$ cat src/rtl/alu_mul_seq_if.sv
// Handshake and shared-ALU bundle for the sequential multiplier.
// slave = sequencer side, master = core/controller side.
interface alu_mul_seq_if;
  logic        req_valid;
  logic        req_ready;
  logic [31:0] req_a;
  logic [31:0] req_b;
  logic        abort;
  logic        resp_valid;
  logic        resp_ready;
  logic [31:0] prod_hi;
  logic [31:0] prod_lo;
  logic        alu_own;
  logic [31:0] alu_a;
  logic [31:0] alu_b;
  logic [3:0]  alu_control;
  logic [31:0] alu_result;
  logic        alu_carry;

  modport slave (
    input  req_valid, req_a, req_b, abort,
    input  resp_ready, alu_result, alu_carry,
    output req_ready, resp_valid, prod_hi, prod_lo,
    output alu_own, alu_a, alu_b, alu_control
  );

  modport master (
    output req_valid, req_a, req_b, abort,
    output resp_ready, alu_result, alu_carry,
    input  req_ready, resp_valid, prod_hi, prod_lo,
    input  alu_own, alu_a, alu_b, alu_control
  );
endinterface

$ cat src/rtl/alu_mul_seq.sv
// Unsigned 32x32->64 shift-and-add multiplier that borrows the
// shared ALU adder for 32 cycles per product.
module alu_mul_seq (
  input logic           clk,
  input logic           rst_n,
  alu_mul_seq_if.slave  bus
);

  typedef enum logic [1:0] {
    S_IDLE,
    S_RUN,
    S_DONE
  } state_t;

  state_t      r_state;
  state_t      w_next;
  logic [31:0] r_mcand;
  logic [31:0] r_acc_hi;
  logic [31:0] r_acc_lo;
  logic [4:0]  r_cnt;
  logic        w_accept;
  logic        w_step;

  assign w_accept = (r_state == S_IDLE) & bus.req_valid & ~bus.abort;
  assign w_step   = (r_state == S_RUN) & ~bus.abort;

  always_ff @(posedge clk or negedge rst_n) begin
    if (!rst_n) begin
      r_state <= S_IDLE;
    end else begin
      r_state <= w_next;
    end
  end

  always_comb begin
    w_next = r_state;
    unique case (r_state)
      S_IDLE: if (w_accept) w_next = S_RUN;
      S_RUN: begin
        if (bus.abort)          w_next = S_IDLE;
        else if (r_cnt == 5'd31) w_next = S_DONE;
      end
      S_DONE: begin
        if (bus.abort || bus.resp_ready) w_next = S_IDLE;
      end
      default: w_next = S_IDLE;
    endcase
  end

  // Carry from the adder becomes bit 63 of the shifted accumulator.
  always_ff @(posedge clk or negedge rst_n) begin
    if (!rst_n) begin
      r_mcand  <= '0;
      r_acc_hi <= '0;
      r_acc_lo <= '0;
      r_cnt    <= '0;
    end else if (w_accept) begin
      r_mcand  <= bus.req_a;
      r_acc_hi <= '0;
      r_acc_lo <= bus.req_b;
      r_cnt    <= '0;
    end else if (w_step) begin
      {r_acc_hi, r_acc_lo} <=
        {bus.alu_carry, bus.alu_result, r_acc_lo[31:1]};
      r_cnt <= r_cnt + 5'd1;
    end
  end

  always_comb begin
    bus.alu_a       = '0;
    bus.alu_b       = '0;
    bus.alu_control = 4'b0111;
    if (r_state == S_RUN) begin
      bus.alu_control = 4'b0000;
      bus.alu_a       = r_acc_hi;
      bus.alu_b       = r_acc_lo[0] ? r_mcand : 32'd0;
    end
  end

  assign bus.req_ready  = (r_state == S_IDLE);
  assign bus.resp_valid = (r_state == S_DONE);
  assign bus.alu_own    = (r_state == S_RUN);
  assign bus.prod_hi    = r_acc_hi;
  assign bus.prod_lo    = r_acc_lo;

endmodule

$ cat src/flat_wrapper.sv
// flat-port wrapper written by rule: the top's interface ports become plain ports
module alu_mul_seq_flat 
  (clk, rst_n, bus_req_valid, bus_req_a, bus_req_b, bus_abort, bus_resp_ready, bus_alu_result, bus_alu_carry, bus_req_ready, bus_resp_valid, bus_prod_hi, bus_prod_lo, bus_alu_own, bus_alu_a, bus_alu_b, bus_alu_control);
  alu_mul_seq_if bus_i ();
  input logic clk;
  input logic rst_n;
  input wire logic [$bits(bus_i.req_valid)-1:0] bus_req_valid;
  input wire logic [$bits(bus_i.req_a)-1:0] bus_req_a;
  input wire logic [$bits(bus_i.req_b)-1:0] bus_req_b;
  input wire logic [$bits(bus_i.abort)-1:0] bus_abort;
  input wire logic [$bits(bus_i.resp_ready)-1:0] bus_resp_ready;
  input wire logic [$bits(bus_i.alu_result)-1:0] bus_alu_result;
  input wire logic [$bits(bus_i.alu_carry)-1:0] bus_alu_carry;
  output wire logic [$bits(bus_i.req_ready)-1:0] bus_req_ready;
  output wire logic [$bits(bus_i.resp_valid)-1:0] bus_resp_valid;
  output wire logic [$bits(bus_i.prod_hi)-1:0] bus_prod_hi;
  output wire logic [$bits(bus_i.prod_lo)-1:0] bus_prod_lo;
  output wire logic [$bits(bus_i.alu_own)-1:0] bus_alu_own;
  output wire logic [$bits(bus_i.alu_a)-1:0] bus_alu_a;
  output wire logic [$bits(bus_i.alu_b)-1:0] bus_alu_b;
  output wire logic [$bits(bus_i.alu_control)-1:0] bus_alu_control;
  assign bus_i.req_valid = bus_req_valid;
  assign bus_i.req_a = bus_req_a;
  assign bus_i.req_b = bus_req_b;
  assign bus_i.abort = bus_abort;
  assign bus_i.resp_ready = bus_resp_ready;
  assign bus_i.alu_result = bus_alu_result;
  assign bus_i.alu_carry = bus_alu_carry;
  assign bus_req_ready = bus_i.req_ready;
  assign bus_resp_valid = bus_i.resp_valid;
  assign bus_prod_hi = bus_i.prod_hi;
  assign bus_prod_lo = bus_i.prod_lo;
  assign bus_alu_own = bus_i.alu_own;
  assign bus_alu_a = bus_i.alu_a;
  assign bus_alu_b = bus_i.alu_b;
  assign bus_alu_control = bus_i.alu_control;
  alu_mul_seq u_core (.clk(clk), .rst_n(rst_n), .bus(bus_i));
endmodule
$ cat config.mk
export PLATFORM = sky130hd
export DESIGN_NAME = alu_mul_seq_flat
export DESIGN_NICKNAME = d
export VERILOG_FILES = /design/src/rtl/alu_mul_seq_if.sv /design/src/rtl/alu_mul_seq.sv /design/src/flat_wrapper.sv
export SDC_FILE = /design/constraint.sdc
export NUM_CORES = 1
export LEC_CHECK = 0
export ABC_AREA = 1
export BUFFER_PORTS_ARGS = -buffer_cell sky130_fd_sc_hd__buf_2
export CORE_MARGIN = 1
export CORE_UTILIZATION = 48
export CTS_BUF_LIST = sky130_fd_sc_hd__clkbuf_4 sky130_fd_sc_hd__clkbuf_8
export DETAILED_ROUTE_END_ITERATION = 8
export GPL_TIMING_DRIVEN = 0
export PLACE_DENSITY = 0.88
export SYNTH_ARGS = -nofsm -noshare
export SYNTH_HDL_FRONTEND = slang
export SYNTH_SLANG_ARGS = --single-unit
$ cat constraint.sdc
create_clock -name clk -period 1.55 [get_ports clk]
set_input_delay 0.155 -clock clk [delete_from_list [all_inputs] [get_ports clk]]
set_output_delay 0.155 -clock clk [all_outputs]
set_load 0.005 [all_outputs]
After elaboration in Yosys (flattened, before gate mapping)
Index checks and enable logic that the tools add are counted.
{"block": "totals", "n_memories": 0, "output_inout_bits": 135, "elab_cells": 35, "register_bits": 103, "rom_bits": 0, "latch_bits": 0, "mem_bits_rw": 0}
{"block": "op_classes", "magnitude_cmp": 0, "n_mux": 15, "n_eq_ne": 6, "n_reduce_logical": 4, "n_mul": 0, "shift": 0, "n_addsub": 1, "n_div": 0, "bitwise": 4}
{"operator": "2-to-1 mux 32 bit", "n": 7}
{"operator": "2-to-1 mux 5 bit", "n": 2}
{"operator": "2-to-1 mux 2 bit", "n": 4}
{"operator": "one-hot mux 2 bit (3 select lines)", "n": 1}
{"operator": "adder 5 x 1 -> 5 bit (second input constant)", "n": 1}
{"operator": "== test 5 bit (second input constant)", "n": 1}
{"operator": "!= test 2 x 1 -> 1 bit (second input constant)", "n": 2}
{"operator": "bitwise AND 1 bit", "n": 3}
{"operator": "2-to-1 mux 3 bit", "n": 1}
{"operator": "!= test 3 x 2 -> 1 bit (second input constant)", "n": 1}
{"operator": "AND reduction 3 bit", "n": 1}
{"operator": "== test 2 x 1 -> 1 bit (second input constant)", "n": 1}
{"operator": "== test 2 bit (second input constant)", "n": 1}
{"operator": "zero test 2 bit", "n": 1}
{"operator": "nonzero test 2 bit", "n": 1}
{"operator": "logical OR 1 bit", "n": 1}
{"operator": "NOT 1 bit", "n": 1}

Depth between registers and ports, before layout
Gate-level depths: netlist of the first run.
{"block": "logic_depth", "depth_word": 5, "mapped_depth": 7}

Worst setup path after synthesis of the first run
OpenSTA, ideal clock, no wires.
{"block": "synth_timing", "path_type": "reg2reg", "start": "reg u_core.r_state[1]", "end": "reg u_core.r_acc_lo[0] (netlist: u_core.bus.prod_lo[0])", "n_path_buf": 2, "t_required_ps": 1426, "period_less_slack_ps": 1196, "arrival_time_ps": 1071, "stages_incl_launch_ff": 7, "path_slack_ps": 354, "setup_ps": 124, "cell_sequence": "dfrtp_1 nor2_1 nand2_2 buf_4 buf_2 nand3_1 nand3_1"}
{"block": "synth_via", "elab_chain_len": 4, "word_cells_on_any_way": 7, "cone_classes": "eq/ne: 1; mux: 1; bitwise: 3; reduce/logical: 2"}
{"element": "start, declared", "line_no": "alu_mul_seq.sv:15", "source": "state_t r_state;"}
{"element": "start signal, assigned", "line_no": "alu_mul_seq.sv:31", "source": "r_state <= w_next;"}
{"element": "zero test 2 bit", "line_no": "alu_mul_seq.sv:24", "source": "assign w_accept = (r_state == S_IDLE) & bus.req_valid & ~bus.abort;"}
{"element": "bitwise AND 1 bit (2 in series)", "line_no": "alu_mul_seq.sv:24"}
{"element": "2-to-1 mux 32 bit or nonzero test 2 bit (tied branches)"}
{"element": "end signal, assigned", "line_no": "alu_mul_seq.sv:60", "source": "r_acc_lo <= bus.req_b;"}
{"element": "end signal, assigned", "line_no": "alu_mul_seq.sv:63", "source": "{r_acc_hi, r_acc_lo} <="}
{"element": "end, declared", "line_no": "alu_mul_seq.sv:19", "source": "logic [31:0] r_acc_lo;"}
Several ways; a longest one is shown, not always the timed one.
A chain may end at the register's enable or synchronous reset.

Worst setup path after layout of the first run
{"block": "layout_timing", "start": "reg u_core.r_state[1]", "end": "out bus_alu_a[6]"}
{"block": "layout_via", "elab_chain_len": 2}
{"element": "== test 2 x 1 -> 1 bit", "line_no": "alu_mul_seq.sv:73", "source": "if (r_state == S_RUN) begin"}
{"element": "2-to-1 mux 32 bit", "line_no": "alu_mul_seq.sv:73"}
{"element": "end, declared", "line_no": "flat_wrapper.sv:19", "source": "output wire logic [$bits(bus_i.alu_a)-1:0] bus_alu_a;"}
Every way passes these cells.

==> results of run 1 <==
-- final cells by class --
type | instances | area [um^2] | share of cell area
sequential | 103 | 2579 | 0.3857
multi-input combinational | 426 | 1937 | 0.2897
timing repair buffer | 252 | 1359 | 0.2033
buffer | 47 | 305.3 | 0.04567
tap | 133 | 166.4 | 0.02489
inverter | 43 | 161.4 | 0.02414
clock buffer | 11 | 145.1 | 0.02171
clock inverter | 4 | 32.53 | 0.004866
-- cell families after synthesis --
kind of cell	Yosys count
buffers and inverters	92
other	1
XOR/XNOR	1
flip-flops	103
AND/OR/NAND/NOR	386
adder cells (fa/ha/maj)	2
AO/OA/AOI/OAI	36
-- stage by stage --
| step | util | setup TNS, ps | area (um^2) | hold slack, ps |
|---|---|---|---|---|
| 3_3_place_gp | 0.6311 | -77580 | 6168 | 362.5 |
| 4_1_cts | 0.6724 | -1412 | 6573 | 0.8473 |
| 3_5_place_dp | 0.6342 | 0 | 6198 | 136.1 |
| 6_report | 0.6839 | -323.2 | 6685 | 10.26 |
| 5_1_grt | 0.6839 | -4472 | 6685 | 15.27 |
| 2_1_floorplan | - | 0 | 4826 | -140.6 |
-- worst max path at each step --
stage,to,slack (ps)
final,bus_alu_a[6],-40
after global routing,bus_alu_b[21],-90
after CTS,bus_alu_b[14],-60
after detailed placement,bus_alu_b[14],20
after global placement,u_core.bus.prod_lo[13]$_DFFE_PN0P_,-760
after floorplan,u_core.bus.prod_lo[0]$_DFFE_PN0P_,350
-- metal layers --
metal	vias to the layer above	part of all wire	wire length [um]
met5	-	0	0
met4	0	0.036	510
met3	45	0.054	769
met2	202	0.49	6874
met1	2420	0.42	5966
li1	2484	-	-
-- state kept, by name, indices dropped and copies added (netlist names) --
signal              cells
u_core.r_state          2
u_core.r_cnt            5
u_core.bus.prod_hi     32
u_core.bus.prod_lo     32
u_core.r_mcand         32
-- power by group through the flow --
stage | Sequential, uW | Clock, uW | Combinational [uW]
final | 4070 | 1550 | 3080
after global routing | 4170 | 1690 | 3480
after CTS | 4050 | 1580 | 2980
after detailed placement | 4060 | 0 | 2880
after global placement | 4040 | 0 | 2810
after floorplan | 4060 | 0 | 1490
-- Yosys cell counts --
cell,count,area [um^2]
nor2_2,1,6.260
nand4_1,1,6.260
nand3_1,133,665.6
buf_1,1,3.750
buf_2,27,135.1
nand2_1,175,656.9
ha_1,2,25.02
conb_1,1,3.750
nor2_4,1,11.26
nand2_2,2,12.51
clkbuf_1,17,63.81
dfrtp_1,103,2577
nor2_1,72,270.3
inv_1,43,161.4
xor2_1,1,8.760
nand3b_1,1,7.510
a21oi_1,1,5.000
o21ai_1,9,45.04
o21ai_0,26,130.1
buf_4,4,30.03
-- what timing repair did --
action,CTS,global route
hold buffers,13,0
resized for setup,23,39
buffers inserted,3,0
setup endpoints to repair,63,96
pin swaps,0,0
endpoints found under the hold margin,46,0
-- critical path, cell delays in order (launching register included) --
cell,delay (ps)
dfrtp_1,420
inv_2,90
nand2_4,60
buf_12,150
buf_6,140
nor2_2,110
buf_2,130
==> impl_metrics.tcl, run 1 <==
set metrics [dict create \
    status "finished, violations left" \
    failed_checks "setup timing" \
    p_sw_frac 0.3687 \
    nNetsFinal 986 \
    layout_setup_ws_ps -42.29 \
    p_seq_frac 0.468 \
    hold_depth 3 \
    clockPowerShare 0.178 \
    power_switching_uw 3205 \
    path_max_fanout 10 \
    coreArea_um2 9774 \
    yosys_warnings 0 \
    numCtsBuffers 9 \
    dr.pass1.iters 4 \
    postRouteAntennaNets 0 \
    seq_area_frac_synth 0.5341 \
    avgSynthCellArea_um2 7.771 \
    synth_compound_area_frac 0.03733 \
    rows 36 \
    io_pins 237 \
    top_usage_layer "met2" \
    detailed_place_hpwl_um 10120 \
    htreeDepth 3 \
    setup_viol 21 \
    grt_pass1_wl_um 21650 \
    synth_top_family_by_area "simple AND/OR/NAND/NOR gates" \
    post_drt_via_cell_ratio 5.055 \
    first_global_vias 4648 \
    final_cell_mix "251 x buf_2, 173 x nand2_1, 133 x nand3_1" \
    dieArea_um2 10460 \
    dp.cells 990 \
    drc 0 \
    wl_per_cell_um 13.86 \
    worstPathRequired_ps 1390 \
    use_met2 0.4497 \
    fill_cells 841 \
    numClockSinks 103 \
    area.growth.synth_to_final_pct 38.53 \
    hp-start "bus_alu_result[8]" \
    cp-start-kind "flop" \
    port-buffer-count 235 \
    fin_skew_ps 16.56 \
    clockBufferDepth 2 \
    mostFrequentLayoutCell "buf_2" \
    p_leak_uw 0.003698 \
    grt-ovfl-total 0 \
    cp-end-kind "primary output" \
    reg2reg_setup_slack_ps 50 \
    drv_slew 0 \
    drv_cap 0 \
    timing.rr.end "u_core.bus.prod_lo[0]$_DFFE_PN0P_" \
    reg2regPathDepth 6 \
    synth-simple-area-share 0.3391 \
    rsz0062_at_grt "true" \
    p_int_uw 5487 \
    dp_slack_ps 16.00 \
    drive_gt1_frac 0.3657 \
    vias 5151 \
    synth-seq-cells 103 \
    cp-startpoint "u_core.r_state[1]$_DFFE_PN0P_" \
    met3_usage 0.04309 \
    antenna_found_initial 0 \
    die_y_um 102.3 \
    fin_crit_sh 1.027 \
    hp-class "input pin to flop" \
    cts_tree "yes" \
    cp.arrival_ps 1440 \
    synthMuxAreaShare 0 \
    drt_iter0_drc 298 \
    syn_area_um2 4826 \
    max_freq_mhz 628.0 \
    power_uw 8692 \
    power.density_nw_per_um2 1300 \
    track_usage 0.2667 \
    synthAdderAreaFrac 0.005185 \
    yosys.area_share.xor_xnor 0.001815 \
    wl_um 14120 \
    stdcell_count 1019 \
    clock_latency_ps 360 \
    grt_max_degree 70 \
    min_to "u_core.bus.prod_hi[7]$_DFFE_PN0P_" \
    grtUsageMet1 0.3370 \
    synth_cell_types 20 \
    clk_pin_slew_ps 100 \
    start_util 0.4937 \
    ir_drop_v 0.0007644 \
    syn-instance-count 621 \
    r2r-start "u_core.r_state[0]$_DFFE_PN0P_" \
    cts-root-buf "clkbuf_8" \
    antennaDiodeCount 0 \
    comb_power_share 0.354 \
    fp.dieW_um 102.3 \
    crit_type "flop to primary output" \
    gp_congestion 0.8446 \
    period_needed_ps 1592 \
    finalHoldViolCount 0 \
    syn_nets 725 \
]
Note: power is estimated with default switching activity, not from simulation.
==> inputs of run 2 (changes only) <==
- BUFFER_PORTS_ARGS: -buffer_cell sky130_fd_sc_hd__buf_2 -> -buffer_cell sky130_fd_sc_hd__clkbuf_2
- CELL_PAD_IN_SITES_DETAIL_PLACEMENT: unset -> 0
- CELL_PAD_IN_SITES_GLOBAL_PLACEMENT: unset -> 2
- CORE_MARGIN: 1 -> 2
- CORE_UTILIZATION: 48 -> 25
- PLACE_DENSITY: 0.88 -> 0.87
==> run 2 against run 1 <==
Compared with the run above:
- the run still ends with setup timing left
- sequential power hardly changed
- die area is 95% higher
- first-iteration DRC count decreased by 23%
- non-clock buffer count up 83
- critical path type unchanged
- final area grew 17%
- sequential cell count unchanged
- maximum frequency is 1.2% lower
==> impl_metrics.tcl, run 2 (synthesized netlist as in run 1, its figures left out) <==
set metrics [dict create \
    dp_slack_ps -115.3 \
    mostFrequentLayoutCell "clkbuf_2" \
    first_global_vias 5105 \
    stdcell_count 1230 \
    numClockSinks 103 \
    gp_congestion 0.8107 \
    period_needed_ps 1612 \
    io_pins 237 \
    grt_max_degree 104 \
    port-buffer-count 235 \
    crit_type "flop to primary output" \
    hp-class "input pin to flop" \
    setup_viol 53 \
    cts-root-buf "clkbuf_8" \
    wl_per_cell_um 14.37 \
    nNetsFinal 1069 \
    layout_setup_ws_ps -61.90 \
    htreeDepth 3 \
    die_y_um 142.9 \
    max_slew_margin 0.4115 \
    detailed_place_hpwl_um 12120 \
    fin_crit_sh 1.040 \
    holdWs_ps 51.40 \
    clock_latency_ps 380 \
    cp-end-kind "primary output" \
    fp.dieW_um 142.9 \
    rsz0062_at_grt "true" \
    drv_slew 0 \
    antennaDiodeCount 0 \
    ir_drop_v 0.0006314 \
    track_usage 0.1704 \
    start_util 0.2563 \
    clockBufferDepth 2 \
    worst-path-buf-inv 4 \
    path_max_fanout 10 \
    postLayoutCoreUtil 0.4162 \
    max_freq_mhz 620.4 \
    clk_pin_slew_ps 110 \
    crit_path_top_delay_cell "dfrtp_1" \
    area.growth.synth_to_final_pct 62.41 \
    drc 0 \
    worst_pin_slew_ps 882.7 \
    drive_gt1_frac 0.3619 \
    max_stage_delay_ps 410 \
    antenna_found_initial 0 \
    p_leak_uw 0.004082 \
    failed_checks "setup timing" \
    critPathTopFamily "buffers and inverters" \
    cts_tree "yes" \
    fin_skew_ps 13.34 \
    coreArea_um2 18830 \
    drt_iter0_drc 230 \
    wl_um 17670 \
    dieArea_um2 20430 \
    grt_pass1_wl_um 27040 \
    final_cell_mix "191 x clkbuf_2, 173 x nand2_1, 133 x nand3_1" \
    cp-start-kind "flop" \
    worstPathCellList "inv_2 -> nand2_4 -> buf_12 -> buf_8 -> nor2_1 -> buf_2" \
    grt-ovfl-total 0 \
    dp.cells 1116 \
    post_drt_via_cell_ratio 4.376 \
    vias 5383 \
    status "finished, violations left" \
    cp.arrival_ps 1460 \
    dr.pass1.iters 4 \
    numCtsBuffers 9 \
    finalHoldViolCount 0 \
    rows 50 \
    worstPathRequired_ps 1390 \
    fill_cells 2014 \
    drv_cap 0 \
    power.density_nw_per_um2 1201 \
    postRouteAntennaNets 0 \
]
run 2: changes by cell type in the layout (fill, tap and decap cells not counted), moves of 3 or more:
cell / previous run / this run
buf_2: 251 / 56
clkbuf_2: 1 / 191
dlygate4sd3_1: 13 / 93
nor2_1: 45 / 26
nor2_2: 28 / 41
buf_4: 8 / 14
nor2_4: 1 / 7
buf_12: 1 / 6
clkbuf_1: 12 / 9
run 2: worst reg2reg max path: cells and delay by family, from the launching register on:
kind / cells / cell delay (ps)
simple gates: 4 / 440
flops: 1 / 410
buf+inv: 3 / 520
run 2: area by class of cell:
type                            count  area (um^2)  area share
Sequential cell                   103         2580      0.3292
Timing Repair Buffer              335         2181      0.2783
Multi-Input combinational cell    426         2014      0.2570
Buffer                             47        367.9     0.04693
Tap cell                          260        325.3     0.04151
Inverter                           43        161.4     0.02059
Clock buffer                       11        145.1     0.01852
Clock inverter                      5        62.56    0.007982
run 2: layer usage:
layer / vias up / global-route usage / share of wire
li1: 2646 / - / -
met1: 2570 / 0.2146 / 0.43
met2: 151 / 0.2911 / 0.50
met3: 16 / 0.04326 / 0.048
met4: 0 / 0.04429 / 0.014
met5: - / 0 / 0
run 2: worst paths after layout:
kind | from | endpoint | slack (ps) | cells after the start
min in group asynchronous | rst_n | u_core.r_mcand[2]$_DFFE_PN0P_ | 450 | 2
hold reg to reg | u_core.r_mcand[9]$_DFFE_PN0P_ | u_core.r_mcand[9]$_DFFE_PN0P_ | 480 | 2
setup / recovery | u_core.r_state[1]$_DFFE_PN0P_ | bus_alu_a[30] | -60 | 6
max in group asynchronous | rst_n | u_core.r_state[0]$_DFFE_PN0P_ | 470 | 2
setup reg to reg | u_core.r_state[1]$_DFFE_PN0P_ | u_core.bus.prod_lo[0]$_DFFE_PN0P_ | 70 | 7
hold / removal | bus_req_b[31] | u_core.bus.prod_lo[31]$_DFFE_PN0P_ | 50 | 5
run 2: timing repair:
item                                    4_1_cts  5_1_grt
hold buffers                                 93        0
endpoints found under the setup margin       68      162
resized for setup                            65       94
pin swaps                                     0        1
setup buffers                                 5        2
hold endpoints to repair                    195        0
run 2: stage by stage:
step	setup TNS (ps)	total power, uW	cell area (um^2)
floorplan	0	5544	4826
global placement	-138120	7070	6327
detailed placement	-954.4	7095	6336
CTS	-4491	9468	7702
global route	-7478	10150	7838
finish	-1843	9415	7838
run 2: report_power, final:
group,internal [uW],switching (uW),leakage (uW)
Sequential,3500,574,0.00131
Clock,823,1030,0.000100
Combinational,1580,1900,0.00267
